<file path="src/rtl/tx_frame_arbiter.sv">
// Round-robin arbiter for two byte requesters, feeding a serial transmitter through a one-byte hold register.
// Grant 1 cycle after request; issue 1 cycle after tx_ready_i with hold full; requesters stall while hold is full.
module tx_frame_arbiter #(
  parameter int unsigned TIMEOUT = 65535
) (
  input  logic        clk_sys,
  input  logic        reset,
  input  logic [1:0]  rq_valid_i,
  input  logic [15:0] rq_data_i,
  input  logic [1:0]  rq_last_i,
  output logic [1:0]  rq_ready_o,
  output logic        tx_valid_o,
  output logic [7:0]  tx_data_o,
  output logic        tx_packet_o,
  input  logic        tx_ready_i,
  output logic        tx_reset_o,
  output logic [1:0]  grant_o,
  output logic        done_o,
  output logic        abort_o
);

  typedef enum logic [1:0] {S_IDLE, S_WAIT_READY, S_WAIT_ACCEPT, S_RECOVER} state_t;

  localparam logic [15:0] TMO_LAST = 16'(TIMEOUT - 1);

  state_t      state_q;
  logic [1:0]  grant_q;
  logic        last_grant_q;
  logic [7:0]  hold_q;
  logic        hold_vld_q;
  logic        hold_last_q;
  logic        last_taken_q;
  logic        in_frame_q;
  logic        sent_last_q;
  logic [15:0] tmo_q;
  logic        rec_q;
  logic        tx_valid_q;
  logic [7:0]  tx_data_q;
  logic        tx_packet_q;
  logic        tx_reset_q;
  logic        done_q;
  logic        abort_q;

  logic       gidx;
  logic       take;
  logic [7:0] take_dat;
  logic       take_last;
  logic       tmo_hit;
  logic       rec_req;

  assign gidx       = grant_q[1];
  assign rq_ready_o = grant_q & {2{~hold_vld_q & ~last_taken_q}};
  assign take       = |(rq_valid_i & rq_ready_o);
  assign take_dat   = gidx ? rq_data_i[15:8] : rq_data_i[7:0];
  assign take_last  = gidx ? rq_last_i[1] : rq_last_i[0];
  assign tmo_hit    = (tmo_q >= TMO_LAST);

  // Recovery: ACK seen with nothing prefetched (underflow), or a wait state ran out of time.
  always_comb begin
    rec_req = 1'b0;
    case (state_q)
      S_WAIT_READY:  rec_req = !(tx_ready_i && hold_vld_q) && !(tx_ready_i && sent_last_q)
                               && ((tx_ready_i && in_frame_q) || tmo_hit);
      S_WAIT_ACCEPT: rec_req = tx_ready_i && tmo_hit;
      default:       rec_req = 1'b0;
    endcase
  end

  always_ff @(posedge clk_sys) begin
    if (reset) begin
      state_q      <= S_IDLE;
      grant_q      <= 2'b00;
      last_grant_q <= 1'b1;
      hold_q       <= 8'h00;
      hold_vld_q   <= 1'b0;
      hold_last_q  <= 1'b0;
      last_taken_q <= 1'b0;
      in_frame_q   <= 1'b0;
      sent_last_q  <= 1'b0;
      tmo_q        <= 16'd0;
      rec_q        <= 1'b0;
      tx_valid_q   <= 1'b0;
      tx_data_q    <= 8'h00;
      tx_packet_q  <= 1'b0;
      tx_reset_q   <= 1'b0;
      done_q       <= 1'b0;
      abort_q      <= 1'b0;
    end else begin
      tx_valid_q <= 1'b0;
      done_q     <= 1'b0;
      abort_q    <= 1'b0;

      if (take) begin
        hold_q       <= take_dat;
        hold_vld_q   <= 1'b1;
        hold_last_q  <= take_last;
        last_taken_q <= take_last;
      end

      if (rec_req) begin
        state_q      <= S_RECOVER;
        rec_q        <= 1'b0;
        tmo_q        <= 16'd0;
        tx_reset_q   <= 1'b1;
        abort_q      <= 1'b1;
        tx_packet_q  <= 1'b0;
        last_grant_q <= gidx;
        grant_q      <= 2'b00;
        hold_vld_q   <= 1'b0;
        last_taken_q <= 1'b0;
        in_frame_q   <= 1'b0;
        sent_last_q  <= 1'b0;
      end else begin
        case (state_q)
          S_IDLE: begin
            in_frame_q  <= 1'b0;
            sent_last_q <= 1'b0;
            tmo_q       <= 16'd0;
            if (|rq_valid_i) begin
              if (rq_valid_i[0] && (!rq_valid_i[1] || last_grant_q)) grant_q <= 2'b01;
              else                                                    grant_q <= 2'b10;
              state_q <= S_WAIT_READY;
            end
          end
          S_WAIT_READY: begin
            if (tx_ready_i && hold_vld_q) begin
              tx_valid_q  <= 1'b1;
              tx_data_q   <= hold_q;
              tx_packet_q <= ~hold_last_q;
              hold_vld_q  <= 1'b0;
              in_frame_q  <= 1'b1;
              sent_last_q <= hold_last_q;
              tmo_q       <= 16'd0;
              state_q     <= S_WAIT_ACCEPT;
            end else if (tx_ready_i && sent_last_q) begin
              done_q       <= 1'b1;
              last_grant_q <= gidx;
              grant_q      <= 2'b00;
              tx_packet_q  <= 1'b0;
              last_taken_q <= 1'b0;
              tmo_q        <= 16'd0;
              state_q      <= S_IDLE;
            end else begin
              tmo_q <= tmo_q + 16'd1;
            end
          end
          S_WAIT_ACCEPT: begin
            if (!tx_ready_i) begin
              tmo_q   <= 16'd0;
              state_q <= S_WAIT_READY;
            end else begin
              tmo_q <= tmo_q + 16'd1;
            end
          end
          S_RECOVER: begin
            // tx_reset was raised on entry; hold it one more cycle.
            if (!rec_q) begin
              rec_q <= 1'b1;
            end else begin
              tx_reset_q <= 1'b0;
              state_q    <= S_IDLE;
            end
          end
          default: state_q <= S_IDLE;
        endcase
      end
    end
  end

  assign tx_valid_o  = tx_valid_q;
  assign tx_data_o   = tx_data_q;
  assign tx_packet_o = tx_packet_q;
  assign tx_reset_o  = tx_reset_q;
  assign grant_o     = grant_q;
  assign done_o      = done_q;
  assign abort_o     = abort_q;

endmodule
</file>
<file path="config.mk">
export PLATFORM = sky130hd
export DESIGN_NAME = tx_frame_arbiter
export DESIGN_NICKNAME = d
export VERILOG_FILES = /design/src/rtl/tx_frame_arbiter.sv
export SDC_FILE = /design/constraint.sdc
export NUM_CORES = 1
export LEC_CHECK = 0
export CORE_ASPECT_RATIO = 0.7
export CORE_MARGIN = 2
export CORE_UTILIZATION = 52
export DETAILED_ROUTE_END_ITERATION = 6
export GPL_TIMING_DRIVEN = 0
export MAX_ROUTING_LAYER = met4
export PLACE_DENSITY_LB_ADDON = 0.12
export SETUP_SLACK_MARGIN = 0.2
export SYNTH_ARGS = -nofsm -noshare
export SYNTH_HDL_FRONTEND = slang
export SYNTH_SLANG_ARGS = --single-unit
</file>
<file path="constraint.sdc">
create_clock -name clk_sys -period 2.3 [get_ports clk_sys]
set_input_delay 0.23 -clock clk_sys [delete_from_list [all_inputs] [get_ports clk_sys]]
set_output_delay 0.23 -clock clk_sys [all_outputs]
set_load 0.01 [all_outputs]
</file>
==> run metrics <==
Overall Power=roughly 0.0019 W; GP Congestion=roughly 0.85; slowest CP cell=clkdlybuf4s50_1; Net Count, Synth=~280; Vias per Instance=5.57; clock root cell=clkbuf_8; Crit Path Category=reg -> out; Iter 0 DRT Violations=between 70 and 80; CTS tree=yes; Slew Limit Headroom=about half; first-pass detailed-route iteration total=4; Setup crit start kind=register; n_diodes=0; CORE AREA=~4000 µm²; clk_lat worst skew=approximately 0.30 ns; Final Hold Vio Count=0; synthesized cell area=between 2000 and 2500 µm²; Die Y-Extent=58.8 µm; largest net degree at the start of global routing=14; GRT overflow=0; DR vias=about 1,900; dpl hpwl=approximately 3500 µm; # fillers=around 330; CTS sink cnt=48; clock slew at reported path FFs=approximately 0.080 ns; max_cap viols=0; GRT met3 Usage=roughly 5.2%; port buffer count=38; Area growth, synth to finish=26.7%; final setup violating endpoints=0; DR WL/cell=around 14 µm; total CTS buffers=5; clk_skew=roughly 0.0033 ns; Yosys reg bits=48; met2 usage in global routing=between 30% and 40%; final slew viol count=0; global-route wire length before repair=just over 8000 µm; initial antenna violation count=0; Std-Cell Rows=19; die span in x=~80 µm; gr usage total=between 20% and 30%; critical path arrival=1.79 ns; final period utilization=between 80 and 90%; cells after synthesis=245; Worst path max stage delay=about 0.52 ns; crit end category=output port; Max VDD drop=between 0.0004 and 0.0005 V; critical path, cell by cell=buf_2 > and2_1 > clkdlybuf4s50_1; pin slew with the least headroom to its limit=approximately 0.73 ns; RSZ-0062 raised after global routing=no; GR peak layer=met1; nets@finish=322; Synth async-reset ratio=0%; Routed Antenna Nets=0; status=complete, no violations; CTS H-Tree Depth=2; final setup TNS=0 ns; Post-Route WL=between 4000 and 5000 µm; met1 usage=roughly 35%; Synth cell types=50; share of cells above drive strength 1=a little over a tenth; ys flop type=dfxtp_1; clock tree buffer depth=2; data required time at the worst endpoint=slightly above 2 ns; Post-synth EDFFs=0; LEAKAGE=~0.98 nW; IO Count=40; Syn. warnings=0; Final min period=around 2.0 ns; pwr dens=~660 nW/µm²; Die Area=slightly below 5000 µm²; DRC violations left=0; initial core utilization=a little under three fifths; crit path max fanout=10; Max Clk Rate=just under 0.5 GHz; vias in the first global route=about 1,800; Worst Hold Class=in -> reg; Syn Area/Cell=between 9 and 10 µm²; sequential share of the synthesized area=around 43%
## sequential cells by signal, summed over array words and instances, names as in the netlist, 2 cells and up
register	flops
grant_o	2
hold_q	8
state_q	2
tmo_q	16
tx_data_o	8
## layout by cell type, fill, tap and decap left out, drive strengths merged, types with 2 or more instances in the layout
cell type | netlist | routed
dfxtp | 48 | 48
nor2 | 48 | 48
clkdlybuf4s50 | 0 | 38
mux2i | 21 | 21
nand3 | 13 | 13
clkbuf | 4 | 13
nand2 | 12 | 12
a21oi | 10 | 10
a211oi | 9 | 9
inv | 8 | 8
xor2 | 7 | 7
ha | 7 | 7
buf | 6 | 7
nand4 | 6 | 6
nor3 | 6 | 6
o21ai | 4 | 4
xnor2 | 3 | 3
nand3b | 3 | 3
nor4 | 3 | 3
and2 | 2 | 2
nand2b | 2 | 2
a32oi | 2 | 2
a31oi | 2 | 2
a21boi | 2 | 2
## through the flow
stage | util (%) | std cells | hold WS (ns) | setup WS (ns) | cell area [µm²]
6_report | 70.4 | 345 | 0.471 | 0.281 | 2830
5_1_grt | 70.4 | 345 | 0.475 | 0.184 | 2830
4_1_cts | 69.3 | 344 | 0.470 | 0.156 | 2780
3_5_place_dp | 66.6 | 335 | 0.467 | -0.00513 | 2680
3_3_place_gp | 66.6 | 335 | 0.457 | 0.00854 | 2680
2_1_floorplan | - | 245 | 0.400 | 0.356 | 2230
## cells in the mapped netlist, types with 2 or more instances
master     n  area share, %
a211oi_1   9            3.0
a21boi_1   2           0.67
a21oi_1    9            2.0
a31oi_1    2           0.56
a32oi_1    2           0.78
and2_1     2           0.56
buf_1      2           0.34
buf_2      2           0.45
clkbuf_1   4           0.67
dfxtp_1   48             43
ha_1       7            3.9
inv_1      8            1.3
mux2i_1   21            9.4
nand2_1   12            2.0
nand2b_1   2           0.56
nand3_1   13            2.9
nand3b_1   3            1.0
nand4_1    5            1.4
nor2_1    45            7.6
nor2_2     3           0.84
nor3_1     4           0.90
nor4_1     2           0.56
o21ai_0    3           0.67
xnor2_1    3            1.2
xor2_1     7            2.7
## cell type report
| cell class | instances | area, µm² | share of cell area, % |
|---|---|---|---|
| clock buffers | 8 | 90.1 | 3.18 |
| repair buffers | 40 | 399 | 14.1 |
| flip-flops and latches | 48 | 962 | 34.0 |
| inverters | 8 | 30.0 | 1.06 |
| well taps | 52 | 65.1 | 2.30 |
| multi-input cells | 179 | 1230 | 43.4 |
| plain buffers | 10 | 55.1 | 1.95 |
## worst paths after layout
check	start	slack, ns	cells after the start	endpoint
worst min-delay path	reset	0.47	2	hold_q[0]
worst min register to register	tx_reset_o	0.47	2	tx_reset_o
worst max register to register	state_q[1]	0.28	7	last_grant_q
worst max-delay path	grant_o[1]	0.28	3	rq_ready_o[1]
## worst max-delay path, delay by kind of cell, from the launching register on
| family | cells | cell delay (ns) |
|---|---|---|
| simple gates | 1 | 0.17 |
| buf+inv | 2 | 0.86 |
| flops | 1 | 0.46 |
## routing by layer
layer / vias to the layer above / wire (µm)
li1: 948 / -
met1: 907 / 2660
met2: 58 / 2010
met3: 7 / 262
met4: 0 / 59
met5: - / 0
## cell families after synthesis
logic type | Yosys count | share of synthesized area (%)
flip-flops | 48 | 43.0
AO/OA/AOI/OAI | 37 | 11.5
buffers and inverters | 18 | 3.64
AND/OR/NAND/NOR | 104 | 24.5
adder cells (fa/ha/maj) | 7 | 3.92
XOR/XNOR | 10 | 3.92
multiplexers | 21 | 9.42
## report_power, final
part | total [W] | internal, W | leakage, nW | switching (W)
combinational | 0.000440 | 0.000216 | 0.546 | 0.000223
sequential | 0.000922 | 0.000880 | 0.389 | 0.0000423
clock | 0.000519 | 0.000246 | 0.0455 | 0.000273
total | 0.00188 | 0.00134 | 0.980 | 0.000539
## repair_timing
item / in CTS / in global routing
pin swaps: 1 / 2
setup buffers: 1 / 1
endpoints found under the setup margin: 23 / 26
gates resized for setup: 3 / 10
gates cloned: 0 / 0
hold buffers: 0 / 0
Note: power is estimated with default switching activity, not from simulation.
